**config.mk**
```make
export PLATFORM = sky130hd
export DESIGN_NAME = keyboard_spi_rx
export DESIGN_NICKNAME = d
export VERILOG_FILES = /design/src/rtl/keyboard_spi_rx.sv
export SDC_FILE = /design/constraint.sdc
export NUM_CORES = 1
export LEC_CHECK = 0
export CAP_MARGIN = 25
export CORE_AREA = 2 2 39 41
export CTS_BUF_LIST = sky130_fd_sc_hd__clkbuf_2 sky130_fd_sc_hd__clkbuf_4 sky130_fd_sc_hd__clkbuf_8
export CTS_CLUSTER_SIZE = 40
export DETAILED_ROUTE_END_ITERATION = 16
export DIE_AREA = 0 0 41 43
export PLACE_DENSITY = 0.82
export SLEW_MARGIN = 20
export SYNTH_ARGS = -nofsm -noshare
export SYNTH_HDL_FRONTEND = slang
export SYNTH_SLANG_ARGS = --single-unit
```
**constraint.sdc**
```tcl
create_clock -name sck -period 2.5 [get_ports sck]
set_input_delay 0.375 -clock sck [delete_from_list [all_inputs] [get_ports sck]]
set_output_delay 0.375 -clock sck [all_outputs]
set_load 0.05 [all_outputs]
```
**src/rtl/keyboard_spi_rx.sv**
```systemverilog
// keyboard_spi_rx: SPI mode-0 slave that receives KEY_WIDTH-bit key codes.
// The block runs entirely on sck. The key output holds the last complete
// code received. When cs_n is high, the shift register and bit counter are
// held cleared. The key register is cleared only by rst_n.
// Optional macro KEYBOARD_LSB_FIRST_EN: when defined, bits arrive LSB first.
// By default they arrive MSB first.
module keyboard_spi_rx #(
    parameter int KEY_WIDTH = 8
) (
    input  logic                 sck,
    input  logic                 rst_n,
    input  logic                 cs_n,
    input  logic                 mosi,
    output logic [KEY_WIDTH-1:0] key
);

    localparam int CW = (KEY_WIDTH > 1) ? $clog2(KEY_WIDTH) : 1;

    logic [KEY_WIDTH-1:0] shift_q, shift_d;
    logic [CW-1:0]        cnt_q, cnt_d;
    logic [KEY_WIDTH-1:0] key_q, key_d;
    logic                 last_bit;

    // Frame state is cleared by reset, or whenever chip select is idle.
    logic frame_clr_n;
    assign frame_clr_n = rst_n & ~cs_n;

    // Next-state: shift in mosi, count bits, latch the word on the final bit.
    always_comb begin
`ifdef KEYBOARD_LSB_FIRST_EN
        shift_d = {mosi, shift_q[KEY_WIDTH-1:1]};
`else
        shift_d = {shift_q[KEY_WIDTH-2:0], mosi};
`endif
        last_bit = (cnt_q == CW'(KEY_WIDTH - 1));
        cnt_d    = last_bit ? '0 : cnt_q + CW'(1);
        key_d    = key_q;
        // shift_d already contains the completed word on the last bit, so key
        // updates on that same edge with no extra latency.
        if (last_bit && !cs_n)
            key_d = shift_d;
    end

    // Shift register and bit counter; async-cleared by reset or idle cs_n.
    always_ff @(posedge sck or negedge frame_clr_n) begin
        if (!frame_clr_n) begin
            shift_q <= '0;
            cnt_q   <= '0;
        end else begin
            shift_q <= shift_d;
            cnt_q   <= cnt_d;
        end
    end

    // Key register; only reset clears it, so the code survives between frames.
    always_ff @(posedge sck or negedge rst_n) begin
        if (!rst_n)
            key_q <= '0;
        else
            key_q <= key_d;
    end

    assign key = key_q;

endmodule

```
; Word level (Yosys, flattened, before mapping)
; Index checks and enable logic that the tools add are counted.
[word_totals]
register_bits = 18
inputBits = 4
output_inout_bits = 8
[op_classes]
add_sub_neg = 1
eq_ne = 1
mux = 1
bitwise = 2
reduce_logical = 2
[ops]
columns = op, n
row1 = $add 3x1->3 const B, 1
row2 = $eq 3x3->1 const B, 1
row3 = $mux 3, 1
row4 = $and 1x1->1, 1
row5 = $logic_and 1x1->1, 1
row6 = $logic_not 1->1, 1
row7 = $not 1->1, 1

; Longest topological paths before layout
; Gate-level depths: netlist (run 1).
[depth]
ltp_word = 2
mapped_depth = 5

; Least setup slack after synthesis (run 1)
; OpenSTA, ideal clock, no wires.
[synth_timing]
kind = register to register
from = register cnt_q[0]
to = register key_q[0] (netlist: key[0])
setup_time_ns = 0.125
arrival_ns = 1.266
required_time_ns = 2.375
slack_ns = 1.109
path_stages_with_launch = 6
cell_sequence = dfrtp_1 ha_1 ha_1 nor2b_4 buf_6 mux2_4
[synth_via]
elab_chain_cells = 2
[synth_lines]
columns = item, line_no
row1 = "start, declared", 20  ; logic [CW-1:0] cnt_q, cnt_d;
row2 = "start signal, assigned", 51  ; cnt_q <= cnt_d;
row3 = $eq 3x3->1, 35  ; last_bit = (cnt_q == CW'(KEY_WIDTH - 1));
row4 = $logic_and 1x1->1, 40  ; if (last_bit && !cs_n)
row5 = "end signal, assigned", 60  ; key_q <= key_d;
row6 = "end, declared", 21  ; logic [KEY_WIDTH-1:0] key_q, key_d;
; Every way passes these cells.
; A chain may end at the register's enable or synchronous reset.

; Worst setup path in the final report (run 1)
[layout_timing]
from = register key_q[3] (netlist: key[3])
to = output port key[3]
[layout_rtl]
columns = item, line_no
row1 = "end, declared", 14  ; output logic [KEY_WIDTH-1:0] key
; No word-level cell between the ends.

==> metrics.txt, run 1 <==
cells after synthesis 32; first-pass GRT wire length 1.669 mm; largest net degree at the start of global routing 11; post-layout util 0.5588; Gate power share 0.188; TritonCTS sink count 18; synthesized flop and latch total 18; Post-CTS Setup Bufs 0; Area Growth Syn to Fin 22.38%; Power Dens Cells between 700 and 800 nW/um2; fin crit period around 1.8 ns; worst path cell trace clkdlybuf4s50_1; Sw Ratio 0.2673; H-Tree Depth 1; Cell variety after synth 7; vias in the first global route roughly 370; Post-Route Skew around 0.0011 ns; core footprint 1384 um2; Post-route DRC 0; Syn. warnings 0; post-synth net total 38; diode count 0; dpl cell area around 750 um2; top cell type's share of synthesized area 0.7129; setup ws final about 0.67 ns; EDFF count, synth 0; wire per inst ~15 um; Worst Path Max Fanout 2; CP Capture Type primary output; sequential area share after synthesis 0.7129; Leakage 0.3573 nW; die area between 1500 and 2000 um2; clk buf depth 2; P_int slightly above 0.4 mW; Synth area leader dfrtp_1; final hold vios 0; FP Rows 14; status finished clean; CP max stage cell clkdlybuf4s50_1; Worst Path Arrival around 1.5 ns; WL final approximately 950 um; worst slew pin tran roughly 0.50 ns; Seq. cell area 450.4 um2; multi-input logic area about 170 um2; initial antenna violation count 0; total CTS buffers 3; overflow left after global routing 0; DP Wirelength between 600 and 700 um; root buf cell clkbuf_4; Hold Buf Count CTS 0; # fillers 112; post-route cell area around 770 um2; Reg power frac 0.576; GRT Total Usage 0.1517; max cap viols 0; fmax between 0.5 and 0.6 GHz; worst hold path type primary input to async pin; clock share of power 0.236; Post-Syn Area roughly 630 um2; pre-CTS setup slack between 0.8 and 0.9 ns; layout cells sized above 1 0.2667; vias post-DR just under 300; # nets final 53; Worst path top cell family by delay buffers and inverters; DR vias/cell around 4.8; total I/O pin count 12; final setup fails 0; initial drt markers 2; worst hold slack about 0.38 ns; CTS tree built; setup TNS 0 ns; antenna-violating nets left 0; worst vdd ir 0.3630 mV; Max Slew Vio Count 0; Worst path max stage delay just over 0.8 ns; CP Launch Type register; RSZ-0062 raised after global routing no; initial cell density of the core 0.4566; die width about 41 um; PortBufs 11; fin crit share 0.7325; critical setup path kind register to primary output; post-CTS sizing 0; Post-synth top cells dfrtp_1, mux2_4, ha_1; dominant cell by count in the synthesized netlist dfrtp_1; Most used DFF post-synth dfrtp_1; GPL Wtd Cong 0.6930; Buffers & Inverters on Critical Path 1; Die Span Y about 43 um; P_sw 0.1487 mW; Synth area leaders dfrtp_1, mux2_4, ha_1, nor2b_4, buf_6; 1st-pass router iterations 2; Worst-path clk slew approximately 0.09 ns; clock latency on the worst-skew pair between 0.2 and 0.3 ns; worst path required time approximately 2.1 ns; Slew headroom 0.6639; Synth Area per Inst just under 20 um2; FFs w/ async S/R, synth 1.000
-- layer usage --
metal	up-vias	share of wire	GRT usage
li1	132	-	-
met5	-	0	0
met2	9	0.56	0.2281
met3	0	0.033	0.03141
met1	150	0.40	0.1866
met4	0	0	0.1000
-- cell families (layout without fill, tap and decap cells) --
group | after synthesis | in the layout | share of synthesized area
flops | 18 | 18 | 0.7129
mux | 8 | 8 | 0.1901
simple gates | 3 | 3 | 0.03960
fa+ha+maj | 2 | 2 | 0.03960
buf+inv | 1 | 14 | 0.01782
-- state kept, by name, summed over array words and instances (netlist names) --
signal / cells
key: 8
cnt_q: 3
shift_q: 7
-- metrics by stage --
stage	cells	power (mW)
2_1_floorplan	32	0.3915
6_report	61	0.5564
4_1_cts	61	0.5657
5_1_grt	61	0.5872
3_3_place_gp	58	0.4291
3_5_place_dp	58	0.4315
-- final cells by class --
class                      count  area share
clock buffer                   3     0.02913
sequential                    18      0.5825
timing repair buffer          11      0.1424
multi-input combinational     13      0.2201
tap                           16     0.02589
-- power by group through the flow --
stage               combinational, mW  clock (mW)  sequential [mW]
CTS                             0.105       0.139            0.321
finish                          0.104       0.131            0.321
global placement                0.104           0            0.325
global route                    0.110       0.154            0.324
floorplan                      0.0213           0            0.370
detailed placement              0.105           0            0.326
-- cell usage in the layout, fill, tap and decap left out --
cell type,count
and2b_1,1
clkbuf_4,3
clkdlybuf4s50_1,11
dfrtp_1,18
ha_1,2
mux2_4,8
nor2_1,1
nor2b_4,1
-- final timing paths --
check	cells past startpoint	startpoint	slack, ns	end
worst min-delay path	1	rst_n	0.38	key[7]$_DFFE_PN0P_
max in group asynchronous	2	rst_n	1.39	shift_q[6]$_DFF_PN0_
worst max register to register	4	cnt_q[0]$_DFF_PN0_	1.05	key[4]$_DFFE_PN0P_
min in group sck	0	shift_q[2]$_DFF_PN0_	0.39	shift_q[3]$_DFF_PN0_
worst max-delay path	1	key[3]$_DFFE_PN0P_	0.67	key[3]
worst min register to register	0	shift_q[2]$_DFF_PN0_	0.39	shift_q[3]$_DFF_PN0_
(Power assumes the default switching activity.)
==> run 2: changes to the inputs <==
CORE_AREA = unset   (was 2 2 39 41)
CORE_MARGIN = 2   (was unset)
CORE_UTILIZATION = 46   (was unset)
DIE_AREA = unset   (was 0 0 41 43)
PLACE_DENSITY = 0.83   (was 0.82)
clock period = 1.64 ns   (was 2.5 ns; I/O delays follow)
==> run 2 against run 1 <==
Hold slack lost 0.092 ns. Total power grew 62%. Sequential power grew 53%. Die area shrank 4.4%. Wire length shrank 1.8%. Clock power grew 96%. Utilization grew 4.3 points. Critical path depth grew 3. Sequential share of layout area is the same. Register-to-register slack lost 0.85 ns. Largest cell class unchanged.
==> metrics.txt, run 2 (synthesis results as in run 1) <==
status finished clean; GRT Total Usage 0.1529 (+0.001171); worst vdd ir 0.5631 mV (+55%); initial antenna violation count 0 (unchanged); largest net degree at the start of global routing 11 (unchanged); fin crit period between 1 and 1.5 ns; commonest non-fill, non-tap cell in the layout dfrtp_1; clock latency on the worst-skew pair 0.28 ns (about the same); worst hold slack 0.2855 ns (-0.09201 ns); GR met3 Demand/Resource 0.03261 (+0.001195); GPL Wtd Cong 0.6970 (+0.58%); root buf cell clkbuf_4; TritonCTS sink count 18 (unchanged); Power Dens Cells 1165 nW/um2 (+62%); Leakage 0.3766 nW (+5.4%); most frequent cells in the layout dfrtp_1, buf_4, mux2_4; wire per inst 14.97 um (-3.4%); Area Growth Syn to Fin 22.38% (unchanged); met1 usage 0.2168 (+0.03016); layout cells sized above 1 0.4681 (+0.2014); antenna-violating nets left 0 (unchanged); worst slew pin tran 0.4194 ns (-0.08316 ns); Slew headroom 0.7204 (+0.05649); max reg flops 8 (unchanged); core footprint 1285 um2 (-7.1%); post-route cell area 773.2 um2 (unchanged); DR vias/cell 4.806 (+0.75%); Non-Filler Instances 62 (+1.6%); worst path required time 1.81 ns (-0.31 ns); Worst Path Max Fanout 8 (+6); CP most frequent cell ha_1; RSZ-0062 raised after global routing no; cell total after placement 58 (unchanged); CP Capture Type register; 1st-pass router iterations 2 (unchanged); PortBufs 11 (unchanged); WL final 928 um (-1.8%); post-CTS sizing 0 (unchanged); fmax roughly 0.70 GHz; Post-route DRC 0 (unchanged); vias post-DR 298 (+2.4%); post-layout util 0.6018 (+0.04298); GR Layer Usage met2 0.2070 (-0.02109); worst path cell trace ha_1 -> ha_1 -> nor2b_4 -> mux2_4; CP Launch Type register; max cap viols 0 (unchanged); initial cell density of the core 0.4917 (+0.03512); Max Slew Vio Count 0 (unchanged); Buffers & Inverters on Critical Path 0 (-1); FP Rows 13 (-1); overflow left after global routing 0 (unchanged); dpl cell area 737.0 um2 (-1.8%); DP Wirelength 720.4 um (+3.7%); critical setup path kind register to register; final hold vios 0 (unchanged); Worst Path Arrival 1.61 ns (+0.15 ns); diode count 0 (unchanged); die width 41.06 um (+0.15%); clk buf depth 2 (unchanged); Worst path top cell family by delay flip-flops; CTS tree built; Worst path max stage delay 0.36 ns (-0.45 ns); worst r2r path cells 4 (unchanged); CP max stage cell dfrtp_1; Worst-path clk slew 0.09 ns (about the same); H-Tree Depth 1 (unchanged); Die Span Y 41.06 um (-4.5%); Post-CTS Setup Bufs 0 (unchanged); setup TNS 0 ns (unchanged); Post-Route Skew 0.003203 ns (+0.002090 ns); # nets final 54 (+1.9%); final setup fails 0 (unchanged); first-pass GRT wire length 1.524 mm (-8.7%); total I/O pin count 12 (unchanged); fin crit share 0.8760; total CTS buffers 3 (unchanged); Hold Buf Count CTS 0 (unchanged); worst hold path type primary input to async pin; GR peak layer met1; initial drt markers 3 (+1); CP Depth 4 (+3); die area 1686 um2 (-4.4%); vias in the first global route 307 (-16%)
-- run 2: cell types whose count changed in the layout (fill, tap and decap cells not counted), sizes merged --
cell,change
clkdlybuf4s50,-8
clkbuf,+1
buf,+9
-- run 2: where the power goes --
group / leakage [nW] / switching (mW) / internal (mW)
registers: 0.218 / 0.0175 / 0.472
clock network: 0.0210 / 0.122 / 0.135
logic: 0.138 / 0.0956 / 0.0586
-- run 2: worst reg2reg max path, cell delays in order, from the launching register on --
cell	delay [ns]
dfrtp_1	0.36
ha_1	0.14
ha_1	0.16
nor2b_4	0.34
mux2_4	0.34
-- run 2: layout make-up --
class                   instances  area, um2
clock buffers                   4      36.28
repair buffers                 12      97.59
fillers                       104      511.7
flip-flops and latches         18      450.4
well taps                      15      18.77
multi-input cells              13      170.2
-- run 2: through the flow --
stage | power, mW | setup slack (ns)
after floorplan | 0.5968 | 0.2490
after global placement | 0.6488 | 0.1756
after detailed placement | 0.6551 | 0.1474
after CTS | 0.9146 | 0.1880
after global routing | 0.9492 | 0.09646
final | 0.9012 | 0.2034
-- run 2: worst paths after layout --
kind	from	to	slack, ns
worst max-delay path	cnt_q[0]$_DFF_PN0_	key[2]$_DFFE_PN0P_	0.20
worst min-delay path	rst_n	key[3]$_DFFE_PN0P_	0.29
worst max register to register	cnt_q[0]$_DFF_PN0_	key[2]$_DFFE_PN0P_	0.20
worst min register to register	shift_q[2]$_DFF_PN0_	shift_q[3]$_DFF_PN0_	0.39
max in group asynchronous	cs_n	shift_q[5]$_DFF_PN0_	0.88
min in group sck	shift_q[2]$_DFF_PN0_	shift_q[3]$_DFF_PN0_	0.39
-- run 2: metal layers --
metal	routed length, um	part of all wire	vias up
met5	0	0	-
li1	-	-	135
met4	8	0.0086	0
met1	440	0.47	150
met3	53	0.057	2
met2	426	0.46	11
==> run 3: changes to the inputs <==
CORE_MARGIN = 5   (was 2)
CORE_UTILIZATION = 42   (was 46)
CTS_BUF_LIST = unset   (was sky130_fd_sc_hd__clkbuf_2 sky130_fd_sc_hd__clkbuf_4 sky130_fd_sc_hd__clkbuf_8)
PLACE_DENSITY = 0.77   (was 0.83)
==> run 3 against run 2 <==
Clock power down 22%. Worst setup slack worse by 0.013 ns. Clock-buffer cell count fell by 1. Die area up 41%.
==> metrics.txt, run 3 (synthesis results as in run 1) <==
Worst Path Max Fanout 8 (unchanged); total I/O pin count 12 (unchanged); die area 2380 um2 (+41%); first-pass GRT wire length 1.593 mm (+4.5%); CP Launch Type register; Worst path max stage delay 0.35 ns (about the same); TritonCTS sink count 18 (unchanged); fin crit period 1.450 ns (+0.01305 ns); worst hold path type primary input to async pin; Worst path top cell family by delay flip-flops; root buf cell clkbuf_4; Post-route DRC 0 (unchanged); final hold vios 0 (unchanged); worst r2r path cells 4 (unchanged); pre-CTS setup slack 0.1347 ns (-0.01271 ns); vias post-DR 303 (+1.7%); clock latency on the worst-skew pair 0.28 ns (about the same); RSZ-0062 raised after global routing no; critical setup path kind register to register; Leakage 0.3694 nW (-1.9%); GPL Wtd Cong 0.7408 (+6.3%); core footprint 1471 um2 (+15%); initial cell density of the core 0.4294 (-0.06230); layout cells sized above 1 0.4565 (-0.01156); Slew headroom 0.7202 (about the same); fmax 0.6898 GHz (-0.90%); worst slew pin tran 0.4197 ns (+0.0003856 ns); Power Dens Cells 1109 nW/um2 (-4.9%); wire per inst 14.94 um (-0.22%); H-Tree Depth 1 (unchanged); worst path required time 1.81 ns (about the same); Buffers & Inverters on Critical Path 0 (unchanged); CP most frequent cell ha_1; max reg flops 8 (unchanged); WL final 926 um (-0.22%); 1st-pass router iterations 2 (unchanged); final setup fails 0 (unchanged); DR vias/cell 4.887 (+1.7%); Non-Filler Instances 62 (unchanged); Area Growth Syn to Fin 20.40%; Hold Buf Count CTS 0 (unchanged); post-CTS sizing 0 (unchanged); diode count 0 (unchanged); overflow left after global routing 0 (unchanged); PortBufs 11 (unchanged); # nets final 54 (unchanged); max cap viols 0 (unchanged); status finished clean; DP Wirelength 709.8 um (-1.5%); Die Span Y 48.79 um (+19%); setup ws final 0.1903 ns (-0.01305 ns); Worst Path Arrival 1.62 ns (about the same); cell total after placement 59 (+1.7%); CP Depth 4 (unchanged); Worst-path clk slew 0.09 ns (about the same); CP Capture Type register; fin crit share 0.8840 (+0.007959); GRT Total Usage 0.08927 (-0.06360); worst path cell trace ha_1 -> ha_1 -> nor2b_4 -> mux2_4; # fillers 135 (+30%); post-layout util 0.5170 (-0.08475); Post-Route Skew 0.003646 ns (+0.0004433 ns); CTS tree built; Post-CTS Setup Bufs 0 (unchanged); total CTS buffers 3 (unchanged); most frequent cells in the layout dfrtp_1, buf_4, mux2_4; antenna-violating nets left 0 (unchanged); die width 48.79 um (+19%); clk buf depth 2 (unchanged); worst hold slack 0.3011 ns (+0.01562 ns); FP Rows 14 (+1); CP max stage cell dfrtp_1; largest net degree at the start of global routing 11 (unchanged); setup TNS 0 ns (unchanged); initial antenna violation count 0 (unchanged); vias in the first global route 348 (+13%); worst vdd ir 0.4890 mV (-13%); initial drt markers 2 (-1); Max Slew Vio Count 0 (unchanged); commonest non-fill, non-tap cell in the layout dfrtp_1
==> run 3: final cells by class <==
cell class	instances	area (um2)	share of cell area
repair buffers	12	97.59	0.1283
clock buffers	3	22.52	0.02961
well taps	16	20.02	0.02632
multi-input cells	13	170.2	0.2237
flip-flops and latches	18	450.4	0.5921
==> run 3: path summary, 6_finish.rpt <==
path | start | end | slack [ns]
worst max-delay path | cnt_q[0]$_DFF_PN0_ | key[1]$_DFFE_PN0P_ | 0.19
worst min-delay path | rst_n | key[0]$_DFFE_PN0P_ | 0.30
worst max register to register | cnt_q[0]$_DFF_PN0_ | key[1]$_DFFE_PN0P_ | 0.19
worst min register to register | shift_q[5]$_DFF_PN0_ | shift_q[6]$_DFF_PN0_ | 0.39
max in group asynchronous | cs_n | shift_q[4]$_DFF_PN0_ | 0.88
min in group sck | shift_q[5]$_DFF_PN0_ | shift_q[6]$_DFF_PN0_ | 0.39
==> run 3: routing by layer <==
metal	part of all wire	up-vias	global-route usage
li1	-	137	-
met1	0.44	154	0.1050
met2	0.47	12	0.1370
met3	0.087	0	0.04281
met4	0	0	0.04036
met5	0	-	0
==> run 3: stage by stage <==
step	area, um2	power, mW
5_1_grt	760.7	0.8833
6_report	760.7	0.8435
3_3_place_gp	738.2	0.6499
4_1_cts	760.7	0.8594
2_1_floorplan	631.9	0.5968
3_5_place_dp	738.2	0.6539
==> run 3: power breakdown <==
part           internal (mW)  switching, mW
Combinational         0.0586         0.0955
Clock                 0.0851          0.116
Sequential             0.472         0.0167
Total                  0.616          0.228
==> RTL edit (flow settings as in run 3) <==
Set the parameter `KEY_WIDTH` to 16 (it was 8).
--- a/src/rtl/keyboard_spi_rx.sv
+++ b/src/rtl/keyboard_spi_rx.sv
@@ -5,7 +5,7 @@
 // Optional macro KEYBOARD_LSB_FIRST_EN: when defined, bits arrive LSB first.
 // By default they arrive MSB first.
 module keyboard_spi_rx #(
-    parameter int KEY_WIDTH = 8
+    parameter int KEY_WIDTH = 16
 ) (
     input  logic                 sck,
     input  logic                 rst_n,
Interface: changed (resized key); port bits go from 12 to 20. No check against the original RTL was run, so the function may have changed too.
==> RTL edit against run 3 <==
Routed wire length rose by 110%. Via count rose by 98%. Critical path depth did not move. Power rose by 99%. Non-clock buffer count rose by 11. Sequential share of layout area rose by 0.11 points. Sequential cell count rose by 17. Synthesized area rose by 90%. Cell area rose by 94%. Setup slack got worse by 0.046 ns. Utilization rose by 2.3 points. Clock skew rose by 0.0070 ns. Critical path type unchanged. Critical endpoint unchanged. Highest routed layer is now met4.
==> RTL edit: results (changes against run 3) <==
[metrics] result of the run: completed
[metrics] CP Data Arrival Time: 1.72 ns (+0.10 ns)
[metrics] number of buffer cells added on primary ports: 19 (+8)
[metrics] post-detailed-placement cell area: 1400 µm² (+90%)
[metrics] Avg Vias per Cell: 4.93 (+0.80%)
[metrics] mux cell area share after synthesis: 18.2% (-0.83 points)
[metrics] Max-slew headroom: 84.8% (+13 points)
[metrics] slowest cell delay on critical path: 0.44 ns (+0.09 ns)
[metrics] Final Instance Count excl. Fillers: 122 (+97%)
[metrics] proportion of layout cells with a drive suffix above 1: 49.5% (+3.8 points)
[metrics] final net count: 96 (+78%)
[metrics] global-route wire length before repair: 3280 µm (+110%)
[metrics] peak supply drop: 685 µV (+40%)
[metrics] Register-to-Register Setup Slack: 0.14 ns (-0.05 ns)
[metrics] max FFs per register: 16 (+8)
[metrics] complex-gate fraction of the synthesized area: 1.36% (+1.4 points)
[metrics] number of buffers added by the clock tree synthesis step: 5 (+2)
[metrics] half-perimeter wire length after detailed placement: 1280 µm (+80%)
[metrics] worst slack on hold paths: 0.279 ns (-0.0225 ns)
[metrics] top post-synthesis cells by area: dfrtp_1, mux2_4, mux2_2
[metrics] # fillers: 222 (+64%)
[metrics] xor and xnor area share after synthesis: 0.731% (+0.73 points)
[metrics] insertion delay to the later sink of the worst-skew pair: 0.34 ns (+0.06 ns)
[metrics] number of distinct library cells after synthesis: 14 (+7)
[metrics] WL per Instance: 15.6 µm (+4.7%)
[metrics] H-Tree Depth: 2 (+1)
[metrics] placed cell count: 114 (+93%)
[metrics] largest net degree at the start of global routing: 17 (+6)
[metrics] part of the Yosys area used for sequential elements: 73.1% (+1.9 points)
[metrics] Post-Syn Nets: 67 (+76%)
[metrics] biggest fanout along the worst timing path: 16 (+8)
[metrics] Mapped Cells: 62 (+94%)
[metrics] adder-cell share of the synthesized area: 1.04% (-2.9 points)
[metrics] Max Clock Skew: 0.0106 ns (+0.00699 ns)
[RTL edit: what timing repair did]
item,in CTS,in global routing
hold buffers,0,0
endpoints found under the setup margin,0,16
setup buffers,0,1
[RTL edit: stage by stage]
step	util [%]	setup WS [ns]
2_1_floorplan	-	0.242
6_report	54.0	0.145
4_1_cts	53.3	0.0464
3_5_place_dp	51.2	-0.00842
3_3_place_gp	51.2	0.0179
5_1_grt	54.0	0.0895
[RTL edit: area by class of cell]
type	instances	area share, %
Clock buffer	6	3.47
Multi-Input combinational cell	25	20.9
Timing Repair Buffer	23	13.1
Sequential cell	35	59.3
Clock inverter	1	0.339
Inverter	1	0.254
Tap cell	31	2.63
[RTL edit: layer usage]
metal	vias up	routed length [µm]	global-route usage (%)
met4	0	42	5.45
met5	-	0	0
met2	17	899	14.8
li1	274	-	-
met1	303	801	13.8
met3	7	164	7.10
[RTL edit: worst max-delay path by stage]
stage	start	to	slack, ns	cells past startpoint
2_1_floorplan	cnt_q[0]	key[10]	0.24	4
3_3_place_gp	cs_n	key[9]	0.02	3
3_5_place_dp	cs_n	key[12]	-0.008	3
4_1_cts	cnt_q[0]	key[8]	0.05	3
5_1_grt	cnt_q[0]	key[1]	0.09	4
6_report	cnt_q[0]	key[1]	0.14	4
[RTL edit: power by group]
part	internal, mW	switching, mW
combinational	0.0948	0.169
sequential	0.916	0.0294
clock	0.198	0.272
[RTL edit: cell families after synthesis]
group | after synthesis
AND/OR/NAND/NOR | 5
flip-flops | 35
adder cells (fa/ha/maj) | 1
AO/OA/AOI/OAI | 2
multiplexers | 16
XOR/XNOR | 1
buffers and inverters | 2
[RTL edit: critical path: cells and delay by family (launching register included)]
kind | cells | cell delay, ns
fa+ha+maj | 1 | 0.30
buf+inv | 1 | 0.17
flops | 1 | 0.44
mux | 1 | 0.34
simple gates | 1 | 0.13
